==> src/rtl/pipe_pkg.sv <==
// Shared types and constants for the flow-controlled pipeline stage register.
package pipe_pkg;

  typedef enum logic [1:0] {PS_EMPTY, PS_ONE, PS_TWO} pipe_state_e;

  localparam logic [31:0] BUBBLE_OPCODE = 32'h0000_0000;
  localparam int          PERF_CNT_W    = 32;

endpackage

==> src/rtl/pipe_stage_skid_sat_cnt.sv <==
// Saturating up-counter with synchronous active-high clear, used for stage perf counters.
module sat_cnt #(
  parameter int WIDTH = 32
) (
  input  logic             clk,
  input  logic             rst,
  input  logic             inc,
  output logic [WIDTH-1:0] count
);

  logic [WIDTH-1:0] count_q;
  logic [WIDTH-1:0] count_d;

  // Hold at all-ones so a long-running counter never wraps back to a small value.
  always_comb begin
    count_d = count_q;
    if (inc && (count_q != {WIDTH{1'b1}})) begin
      count_d = count_q + WIDTH'(1);
    end
  end

  always_ff @(posedge clk) begin
    if (rst) begin
      count_q <= '0;
    end else begin
      count_q <= count_d;
    end
  end

  assign count = count_q;

endmodule

==> src/rtl/pipe_stage_skid.sv <==
// Valid/ready pipeline stage with a two-entry skid buffer, global advance gating and flush.
// Perf counters are built only when PIPE_STAGE_PERF_EN is defined; otherwise they read 0.
module pipe_stage_skid
  import pipe_pkg::*;
#(
  parameter int                DATA_W = 128,
  parameter int                DONE_N = 2,
  parameter logic [DATA_W-1:0] BUBBLE = DATA_W'(BUBBLE_OPCODE)
) (
  input  logic                  clk,
  input  logic                  rst,
  input  logic [DONE_N-1:0]     done,
  input  logic                  flush,
  input  logic                  stall,
  input  logic                  in_valid,
  output logic                  in_ready,
  input  logic [DATA_W-1:0]     in_data,
  output logic                  out_valid,
  input  logic                  out_ready,
  output logic [DATA_W-1:0]     out_data,
  output logic [1:0]            occupancy,
  output logic [PERF_CNT_W-1:0] stall_cycles,
  output logic [PERF_CNT_W-1:0] bubble_cycles
);

  pipe_state_e       state_q, state_d;
  logic [DATA_W-1:0] main_q, main_d;
  logic [DATA_W-1:0] skid_q, skid_d;

  logic adv;
  logic push;
  logic pop;

  assign adv       = &done;
  assign in_ready  = adv & ~stall & (state_q != PS_TWO);
  assign out_valid = (state_q != PS_EMPTY);
  assign push      = in_valid & in_ready;
  assign pop       = out_valid & out_ready & adv;
  assign out_data  = main_q;

  always_comb begin
    occupancy = 2'd0;
    case (state_q)
      PS_ONE:  occupancy = 2'd1;
      PS_TWO:  occupancy = 2'd2;
      default: occupancy = 2'd0;
    endcase
  end

  // Empty slots always hold BUBBLE so out_data needs no extra mux on out_valid.
  always_comb begin
    state_d = state_q;
    main_d  = main_q;
    skid_d  = skid_q;
    if (adv) begin
      if (flush) begin
        state_d = PS_EMPTY;
        main_d  = BUBBLE;
        skid_d  = BUBBLE;
      end else begin
        case (state_q)
          PS_EMPTY: begin
            if (push) begin
              state_d = PS_ONE;
              main_d  = in_data;
            end
          end
          PS_ONE: begin
            if (push && pop) begin
              main_d = in_data;
            end else if (push) begin
              state_d = PS_TWO;
              skid_d  = in_data;
            end else if (pop) begin
              state_d = PS_EMPTY;
              main_d  = BUBBLE;
            end
          end
          PS_TWO: begin
            if (pop) begin
              state_d = PS_ONE;
              main_d  = skid_q;
              skid_d  = BUBBLE;
            end
          end
          default: begin
            state_d = PS_EMPTY;
            main_d  = BUBBLE;
            skid_d  = BUBBLE;
          end
        endcase
      end
    end
  end

  always_ff @(posedge clk) begin
    if (rst) begin
      state_q <= PS_EMPTY;
      main_q  <= BUBBLE;
      skid_q  <= BUBBLE;
    end else begin
      state_q <= state_d;
      main_q  <= main_d;
      skid_q  <= skid_d;
    end
  end

`ifdef PIPE_STAGE_PERF_EN
  logic stallInc;
  logic bubbleInc;

  assign stallInc  = adv & in_valid & ~in_ready;
  assign bubbleInc = adv & out_ready & ~out_valid;

  sat_cnt #(.WIDTH(PERF_CNT_W)) u_stall_cnt (
    .clk   (clk),
    .rst   (rst),
    .inc   (stallInc),
    .count (stall_cycles)
  );

  sat_cnt #(.WIDTH(PERF_CNT_W)) u_bubble_cnt (
    .clk   (clk),
    .rst   (rst),
    .inc   (bubbleInc),
    .count (bubble_cycles)
  );
`else
  assign stall_cycles  = '0;
  assign bubble_cycles = '0;
`endif

endmodule

==> config.mk <==
export PLATFORM = sky130hd
export DESIGN_NAME = pipe_stage_skid
export DESIGN_NICKNAME = d
export VERILOG_FILES = /design/src/rtl/pipe_pkg.sv /design/src/rtl/pipe_stage_skid_sat_cnt.sv /design/src/rtl/pipe_stage_skid.sv
export SDC_FILE = /design/constraint.sdc
export NUM_CORES = 1
export LEC_CHECK = 0
export BUFFER_PORTS_ARGS = -buffer_cell sky130_fd_sc_hd__buf_2
export CELL_PAD_IN_SITES_DETAIL_PLACEMENT = 0
export CELL_PAD_IN_SITES_GLOBAL_PLACEMENT = 2
export CORE_MARGIN = 4
export CORE_UTILIZATION = 32
export DETAILED_ROUTE_END_ITERATION = 10
export PLACE_DENSITY = 0.95
export SYNTH_ARGS = -nofsm -noshare
export SYNTH_HDL_FRONTEND = slang
export SYNTH_HIERARCHICAL = 1
export SYNTH_SLANG_ARGS = --single-unit
==> constraint.sdc <==
create_clock -name clk -period 5.7 [get_ports clk]
set_clock_uncertainty 0.15 [all_clocks]
set_input_delay 0.285 -clock clk [delete_from_list [all_inputs] [get_ports clk]]
set_output_delay 0.285 -clock clk [all_outputs]
set_load 0.01 [all_outputs]
==> results.cfg, run 1 <==
[cts]
h-tree-depth = 1
cts-buffers-inserted = 30
clkTransAtPathRegs_ns = 0.06
post_cts_buffers = 0
clkLatencyLatePin_ns = 0.55
tritoncts = yes
cts_root_buffer = clkbuf_16
clockBufferDepth = 3
cts_sinks = 258

[sta]
hold_viol = 0
finalCritPeriodShare_pct = 54.69
finalSetupTns_ns = 0
rsz0062_at_grt = false
worstMarginPinSlew_ns = 1.095
slew_headroom_pct = 26.97
drv_slew = 0
fin_crit_ns = 3.117
setup_violations = 0
max_freq_mhz = 320.8

[setup_path]
cp.required_ns = 6.02
worstSetupPathType = reg -> reg
critical_path.most_common_cell = buf_4
cp_slowest_stage_delay_ns = 0.85
ff2ff_path_depth = 5
critPathMaxFanout = 67
cp_num_buf_inv = 2
r2r_slack_ns = 2.58
critical_path.top_delay_family = buffers and inverters
crit_start = state_q[1]$_SDFFE_PP0P_
cp-end-kind = register
crit_path_start_kind = register
r2r_end = out_data[41]$_SDFFE_PP0P_
reg2reg_from = state_q[1]$_SDFFE_PP0P_
arrival_ns = 3.44
crit_slowest_cell = dfxtp_4
endpoint = out_data[41]$_SDFFE_PP0P_
cp_num_cells = 5
crit_chain = nor2b_4 -> buf_4 -> buf_4 -> a21oi_1 -> o2bb2ai_1

[detailed_routing]
drc = 0
ant_nets = 0
firstDrtPassIters = 5
avgViaCountPerCell = 4.857
wirelength_mm = 33.47
wl_per_cell_um = 16.42
first_iter_violations = 472
vias = 9899

[floorplan]
fp.dieH_um = 193.8
ios = 332
start_util_pct = 32.69
die_w_um = 193.8
core_mm2 = 0.03378
row_count = 67
die_area_mm2 = 0.03754

[place]
dp_cells = 1853
place_hpwl_mm = 18.89
port_buffers = 267
gp_congestion = 0.7598

[cells_and_area]
regArea_mm2 = 0.005169
multiInputGateArea_mm2 = 0.005146
area_growth_pct = 32.59
drive_above_1_share_pct = 21.40
fillers = 3212
final_core_util_pct = 43.34
fin_cells = 2038
fin_nets = 1702

[run]
max_cap_violations = 0

[pwr]
power_density_mw_per_mm2 = 282.2
leakage_nw = 5.888
ir_drop_v = 0.0002117

[grt]
grt_pass1_vias = 10020
grt_max_degree = 257
grt_antenna_before_repair = 1
grt_usage_pct = 16.92
grt_overflow = 0
grt_pass1_wl_mm = 54.12

[min_path]
hold_class = in -> reg
hold_path_startpoint = done[1]

[synthesis]
ys_seq_area_share_pct = 46.77
syn_inst = 1243
avgSynthCellArea_um2 = 8.884
synth_seq_cells = 258
yosysWarnings = 6
synth_cell_types = 32
syn_area_mm2 = 0.01104

[outcome]
status = finished, final reports clean
## tightest hold or removal path: stages
cell and delay [ns]:
buf_2 0.11, o311ai_1 0.13, a32oi_1 0.10, nor2_1 0.08
## area by class of cell
| cell class | count | area share [%] |
|---|---|---|
| Clock inverter | 18 | 1.213 |
| Tap cell | 448 | 3.828 |
| Clock buffer | 37 | 5.794 |
| Antenna cell | 1 | 0.01709 |
| Multi-Input combinational cell | 868 | 35.15 |
| Inverter | 2 | 0.05127 |
| Sequential cell | 258 | 35.30 |
| Timing Repair Buffer | 406 | 18.65 |
## repair_timing
item | 4_1_cts | 5_1_grt
endpoints found under the hold margin | 244 | 0
hold buffers | 129 | 0
resized for setup | 0 | 0
## report_power, final
group          total [mW]  switching (mW)  internal (mW)
logic               0.341           0.178          0.163
registers            1.83         0.00892           1.82
clock network        1.96           0.777           1.19
total                4.13           0.964           3.17
## synth_stat cells, drive strengths merged
library cell / count / area (um^2)
a22oi: 1 / 7.510
nor2: 6 / 22.52
o31ai: 1 / 7.510
or3b: 2 / 17.52
inv: 2 / 7.510
nand3b: 1 / 7.510
nor2b: 131 / 819.5
xnor2: 1 / 8.760
nand3: 129 / 645.6
nor4b: 1 / 8.760
o22ai: 1 / 6.260
conb: 1 / 3.750
nand2b: 130 / 813.3
a211oi: 1 / 7.510
a32oi: 1 / 8.760
o21ai: 131 / 655.6
a32o: 1 / 10.01
or2: 2 / 12.51
a21oi: 130 / 654.4
and4b: 1 / 10.01
buf: 97 / 695.7
nand2: 2 / 7.510
o2bb2ai: 127 / 1112
o311ai: 1 / 8.760
dfxtp: 258 / 5165
nor3: 3 / 15.01
clkbuf: 81 / 304.0
## sequential cells by signal, summed over array words and instances (netlist names)
name	flops
skid_q	128
out_data	128
state_q	2
## stage by stage
step / hold WS, ns / setup WS [ns] / cell area [um^2] / power [mW]
global route: 0.08454 / 2.279 / 14640 / 4.306
floorplan: 0.2654 / 3.871 / 11280 / 2.063
global placement: 0.2922 / 2.587 / 12320 / 2.135
detailed placement: 0.2921 / 2.499 / 12320 / 2.136
finish: 0.05371 / 2.583 / 14640 / 4.131
CTS: 0.01179 / 2.500 / 14640 / 4.202
## placed cells by master, fill, tap and decap left out, types with 2 or more instances in the layout
cell type        n
a21oi_1        129
buf_12           2
buf_2          266
buf_4            9
bufinv_16        3
clkbuf_16       31
clkbuf_8         5
clkinv_2        10
clkinvlp_4       3
conb_1          64
dfxtp_1        257
dlygate4sd3_1  129
inv_1            2
nand2b_1       130
nand3_1        129
nor2_1           6
nor2b_1        130
nor3_1           2
o21ai_0        115
o21ai_1         15
o2bb2ai_1      127
or2_2            2
## metal layers
layer	part of all wire, %	routed length [um]	GRT usage (%)
met1	44	14800	21.51
met2	48	16080	29.25
met3	5.5	1844	3.649
met4	2.2	741	4.406
met5	0	0	0
## worst min-delay path by stage
stage / end / slack, ns / cells past startpoint
5_1_grt: state_q[1]$_SDFFE_PP0P_ / 0.08 / 4
2_1_floorplan: skid_q[0]$_SDFFE_PP0P_ / 0.27 / 2
3_5_place_dp: out_data[1]$_SDFFE_PP0P_ / 0.29 / 1
6_report: state_q[1]$_SDFFE_PP0P_ / 0.05 / 4
4_1_cts: state_q[1]$_SDFFE_PP0P_ / 0.01 / 4
3_3_place_gp: out_data[13]$_SDFFE_PP0P_ / 0.29 / 1
## cells by family after synthesis
family	Yosys count	share of synthesized area, %
XOR/XNOR	1	0.07933
flip-flops	258	46.77
AND/OR/NAND/NOR	408	21.55
other	1	0.03396
buffers and inverters	180	9.121
AO/OA/AOI/OAI	395	22.45
Note: power is estimated with default switching activity, not from simulation.
==> inputs of run 2 (changes only) <==
--- a/config.mk
+++ b/config.mk
@@ -9,9 +9,9 @@
 export CELL_PAD_IN_SITES_DETAIL_PLACEMENT = 0
 export CELL_PAD_IN_SITES_GLOBAL_PLACEMENT = 2
 export CORE_MARGIN = 4
-export CORE_UTILIZATION = 32
+export CORE_UTILIZATION = 27
 export DETAILED_ROUTE_END_ITERATION = 10
-export PLACE_DENSITY = 0.95
+export PLACE_DENSITY = 0.87
 export SYNTH_ARGS = -nofsm -noshare
 export SYNTH_HDL_FRONTEND = slang
 export SYNTH_HIERARCHICAL = 1
==> constraint.sdc (replaced) <==
create_clock -name clk -period 2.5 [get_ports clk]
set_clock_uncertainty 0.15 [all_clocks]
set_input_delay 0.125 -clock clk [delete_from_list [all_inputs] [get_ports clk]]
set_output_delay 0.125 -clock clk [all_outputs]
set_load 0.01 [all_outputs]
==> run 2 against run 1 <==
Sequential share of layout area shrank 0.77 points; worst setup slack lost 2.4 ns; via count grew 0.61%; critical path type unchanged; cell count grew 4.5%.
==> results.cfg, run 2 (synthesis results as in run 1) <==
[floorplan]
core_mm2 = 0.04010
ios = 332
die_area_mm2 = 0.04420
fp.dieH_um = 210.2
die_w_um = 210.2
row_count = 73
start_util_pct = 27.54

[grt]
grt_usage_pct = 14.81
grt_pass1_vias = 9956
grt_max_degree = 131
grt_antenna_before_repair = 0
grt_pass1_wl_mm = 54.15
grt_overflow = 0

[setup_path]
worstSetupPathType = reg -> reg
endpoint = state_q[1]$_SDFFE_PP0P_
reg2reg_from = state_q[0]$_SDFFE_PP0P_
crit_start = state_q[0]$_SDFFE_PP0P_
ff2ff_path_depth = 5
cp_slowest_stage_delay_ns = 0.61
r2r_slack_ns = 0.15
r2r_end = state_q[1]$_SDFFE_PP0P_
crit_slowest_cell = dlygate4sd3_1
critical_path.top_delay_family = buffers and inverters
cp.required_ns = 2.85
crit_path_start_kind = register
cp-end-kind = register
critPathMaxFanout = 11
arrival_ns = 2.70
critical_path.most_common_cell = dlygate4sd3_1
crit_chain = o311ai_2 -> dlygate4sd3_1 -> a32oi_1 -> nor2_1 -> dlygate4sd3_1
cp_num_cells = 5
cp_num_buf_inv = 2

[min_path]
hold_class = in -> reg

[cells_and_area]
drive_above_1_share_pct = 21.56
area_growth_pct = 35.58
final_core_util_pct = 37.34
fillers = 4075
fin_nets = 1718
final_cell_mix = buf_2, dfxtp_1, dlygate4sd3_1
final_cell_area_mm2 = 0.01497
diodes = 0
final_common_cell = buf_2

[pwr]
seq_power_share_pct = 44.1
p_comb_share_pct = 8.7
pwr-share-clk_pct = 47.2
p_int_mw = 7.207
ir_drop_v = 0.0004474
power_mw = 9.439
leakage_nw = 5.976
power_density_mw_per_mm2 = 630.4
swShare_pct = 23.64
p_sw_mw = 2.232

[cts]
clkLatencyLatePin_ns = 0.56
cts_root_buffer = clkbuf_16
tritoncts = yes
h-tree-depth = 1
cts-buffers-inserted = 30
cts_sinks = 258
clkTransAtPathRegs_ns = 0.06
post_cts_buffers = 0
clockBufferDepth = 3

[sta]
finalCritPeriodShare_pct = 94.08
slew_headroom_pct = 39.86
worstMarginPinSlew_ns = 0.9022
setup_ws_ns = 0.1480
drv_slew = 0
fin_crit_ns = 2.352
setup_violations = 0
finalSetupTns_ns = 0
max_freq_mhz = 425.2
hold_viol = 0
rsz0062_at_grt = false

[detailed_routing]
firstDrtPassIters = 5
drc = 0
wirelength_mm = 34.78
first_iter_violations = 565
avgViaCountPerCell = 4.676
wl_per_cell_um = 16.33
vias = 9959
ant_nets = 0

[place]
gp_congestion = 0.7536
place_area_mm2 = 0.01257
port_buffers = 267
place_ws_ns = 0.4474
place_hpwl_mm = 19.88

[outcome]
status = finished, final reports clean

[run]
max_cap_violations = 0
run 2: changes by cell type in the layout (fill, tap and decap cells not counted), sizes merged:
| cell | before | now |
|---|---|---|
| buf | 277 | 284 |
| dlygate4sd3 | 129 | 138 |
| clkinv | 11 | 9 |
| bufinv | 3 | 2 |
| inv | 3 | 2 |
| clkbuf | 37 | 42 |
| diode | 1 | 0 |
| clkinvlp | 3 | 2 |
run 2: metrics by stage:
stage                     hold slack [ns]  std cells
after global routing              0.08526       2130
after CTS                         0.03583       2130
final                             0.06689       2130
after global placement             0.2003       1937
after floorplan                    0.1054       1306
after detailed placement           0.2094       1937
run 2: worst reg2reg max path, cell delays in order, from the launching register on:
cell           delay [ns]
dfxtp_2              0.38
o311ai_2             0.42
dlygate4sd3_1        0.61
a32oi_1              0.05
nor2_1               0.12
dlygate4sd3_1        0.56
run 2: cell type report:
class	count	area, um^2	share of cell area, %
sequential	258	5170	34.53
clock inverter	13	123.9	0.8273
timing repair buffer	422	2973	19.86
multi-input combinational	868	5154	34.42
inverter	2	7.507	0.05014
tap	525	656.9	4.387
clock buffer	42	887.1	5.925
run 2: how the worst min path moves through the flow:
| stage | startpoint | to | slack, ns | depth (start not counted) |
|---|---|---|---|---|
| after global routing | stall | out_data[127]$_SDFFE_PP0P_ | 0.09 | 5 |
| after global placement | in_data[10] | skid_q[10]$_SDFFE_PP0P_ | 0.20 | 3 |
| final | stall | out_data[127]$_SDFFE_PP0P_ | 0.07 | 5 |
| after detailed placement | in_data[126] | skid_q[126]$_SDFFE_PP0P_ | 0.21 | 3 |
| after CTS | stall | out_data[127]$_SDFFE_PP0P_ | 0.04 | 5 |
| after floorplan | in_data[0] | skid_q[0]$_SDFFE_PP0P_ | 0.11 | 2 |
run 2: routing by layer:
metal  up-vias  routed length (um)  GRT usage (%)
met5         -                   0              0
met4         0                 882          3.893
met3        58                2158          3.096
met2       314               16700          25.93
met1      4673               15040          18.60
li1       4914                   -              -
run 2: what timing repair did:
| item | in CTS | in global routing |
|---|---|---|
| setup endpoints to repair | 0 | 1 |
| hold buffers | 138 | 0 |
| endpoints found under the hold margin | 258 | 0 |
| resized for setup | 0 | 2 |
run 2: power by group through the flow:
stage	clock [mW]	sequential, mW	combinational, mW
floorplan	0	4.26	0.442
detailed placement	0	4.25	0.646
CTS	4.59	4.16	0.818
global placement	0	4.25	0.642
finish	4.46	4.16	0.819
global route	4.76	4.16	0.895
==> inputs of run 3 (changes only) <==
--- a/config.mk
+++ b/config.mk
@@ -11,7 +11,7 @@
 export CORE_MARGIN = 4
 export CORE_UTILIZATION = 27
 export DETAILED_ROUTE_END_ITERATION = 10
-export PLACE_DENSITY = 0.87
+export PLACE_DENSITY_LB_ADDON = 0.05
 export SYNTH_ARGS = -nofsm -noshare
 export SYNTH_HDL_FRONTEND = slang
 export SYNTH_HIERARCHICAL = 1
==> constraint.sdc (replaced) <==
create_clock -name clk -period 2.5 [get_ports clk]
set_clock_uncertainty 0.15 [all_clocks]
set_input_delay 0.375 -clock clk [delete_from_list [all_inputs] [get_ports clk]]
set_output_delay 0.375 -clock clk [all_outputs]
set_load 0.01 [all_outputs]
==> run 3 against run 2 <==
Utilization rose by 0.23 points; first-iteration DRC count down 13%; wire length up 7.7%; worst setup slack improved by 0.18 ns; register-to-register slack better by 0.25 ns; sequential cell count did not move; hold slack improved by 0.051 ns; critical path type is now reg -> out; critical endpoint is now occupancy[0].
==> results.cfg, run 3 (synthesis results as in run 1) <==
[sta]
worstMarginPinSlew_ns = 0.8413
fin_crit_ns = 2.176
holdWs_ns = 0.1183
finalSetupTns_ns = 0
rsz0062_at_grt = false
hold_viol = 0
setup_violations = 0
finalCritPeriodShare_pct = 87.04
max_freq_mhz = 459.6
slew_headroom_pct = 43.91
drv_slew = 0

[pwr]
swShare_pct = 23.25
p_sw_mw = 2.274
pwr-share-clk_pct = 49.0
power_density_mw_per_mm2 = 649.3
p_int_mw = 7.508
p_comb_share_pct = 8.4
leakage_nw = 6.038
ir_drop_v = 0.0003918
seq_power_share_pct = 42.6

[cts]
post_cts_buffers = 0
clkTransAtPathRegs_ns = 0.06
tritoncts = yes
cts-buffers-inserted = 34
h-tree-depth = 2
cts_root_buffer = clkbuf_16
cts_sinks = 258
clockBufferDepth = 3
clkLatencyLatePin_ns = 0.52

[cells_and_area]
fin_nets = 1722
fin_cells = 2134
final_common_cell = buf_2
area_growth_pct = 36.43
final_cell_mix = buf_2, dfxtp_1, nand2b_1, nor2b_1
final_core_util_pct = 37.57
drive_above_1_share_pct = 21.83

[setup_path]
cp.required_ns = 1.98
crit_path_start_kind = register
cp-end-kind = output port
ff2ff_path_depth = 5
arrival_ns = 1.65
crit_slowest_cell = dfxtp_1
reg2reg_from = state_q[0]$_SDFFE_PP0P_
r2r_slack_ns = 0.40
critPathMaxFanout = 7
cp_slowest_stage_delay_ns = 0.49
worstSetupPathType = reg -> out
crit_chain = buf_4 -> inv_1 -> nor2_1 -> buf_2
r2r_end = out_data[37]$_SDFFE_PP0P_

[min_path]
min_to = state_q[0]$_SDFFE_PP0P_
hold_path_startpoint = rst
min_path_cells = 3
hold_class = in -> reg

[grt]
grt_pass1_wl_mm = 58.33
grt_pass1_vias = 9798
grt_antenna_before_repair = 1
grt_overflow = 0
grt_usage_pct = 16.44
grt_max_degree = 130

[floorplan]
die_w_um = 210.2
start_util_pct = 27.54
fp.dieH_um = 210.2
ios = 332
die_area_mm2 = 0.04420
core_mm2 = 0.04010
row_count = 73

[detailed_routing]
avgViaCountPerCell = 4.529
drc = 0
vias = 9665
first_iter_violations = 491
firstDrtPassIters = 5
ant_nets = 0
wl_per_cell_um = 17.55
wirelength_mm = 37.45

[place]
place_hpwl_mm = 22.50
gp_congestion = 0.7566
port_buffers = 267
dp_cells = 1947

[outcome]
status = finished, final reports clean

[run]
max_cap_violations = 0
## run 3: layout make-up
cell class / instances / area (um^2)
fill: 4105 / 25030
sequential: 258 / 5169
multi-input combinational: 868 / 5146
timing repair buffer: 422 / 2985
clock buffer: 53 / 1046
tap: 525 / 656.9
clock inverter: 5 / 52.55
inverter: 2 / 7.507
antenna: 1 / 2.502
## run 3: repair_timing
item,CTS,global route
hold buffers,128,0
setup endpoints to repair,0,0
gates resized for setup,0,0
hold endpoints to repair,128,0
## run 3: power groups by stage
stage / registers, mW / clock network [mW] / logic, mW
after floorplan: 4.26 / 0 / 0.442
final: 4.16 / 4.80 / 0.824
after CTS: 4.16 / 5.01 / 0.839
after global routing: 4.16 / 5.18 / 0.914
after detailed placement: 4.25 / 0 / 0.675
after global placement: 4.25 / 0 / 0.678
## run 3: critical path, delay by kind of cell, from the launching register on
family / cells / cell delay (ns)
buffers and inverters: 3 / 0.44
AND/OR/NAND/NOR: 1 / 0.20
flip-flops: 1 / 0.49
## run 3: worst max-delay path by stage
stage / end / slack (ns) / cells after the start / from
CTS: occupancy[0] / 0.28 / 4 / state_q[0]$_SDFFE_PP0P_
finish: occupancy[0] / 0.32 / 4 / state_q[0]$_SDFFE_PP0P_
detailed placement: out_data[52]$_SDFFE_PP0P_ / 0.30 / 5 / flush
global placement: out_data[65]$_SDFFE_PP0P_ / 0.28 / 5 / flush
global route: occupancy[0] / 0.19 / 4 / state_q[0]$_SDFFE_PP0P_
floorplan: skid_q[100]$_SDFFE_PP0P_ / 0.61 / 9 / out_ready
## run 3: layer usage
| metal | global-route usage [%] | wire length (um) |
|---|---|---|
| met5 | 0 | 0 |
| met4 | 3.848 | 729 |
| met3 | 4.301 | 2224 |
| met2 | 26.29 | 16980 |
| met1 | 22.38 | 17520 |
## run 3: metrics by stage
stage          cell area (um^2)  setup WS [ns]  power, mW
2_1_floorplan             11280         0.6064      4.704
3_3_place_gp              12680         0.2750      4.932
3_5_place_dp              12680         0.3004      4.927
4_1_cts                   15060         0.2760      10.01
5_1_grt                   15070         0.1877      10.26
6_report                  15070         0.3240      9.782
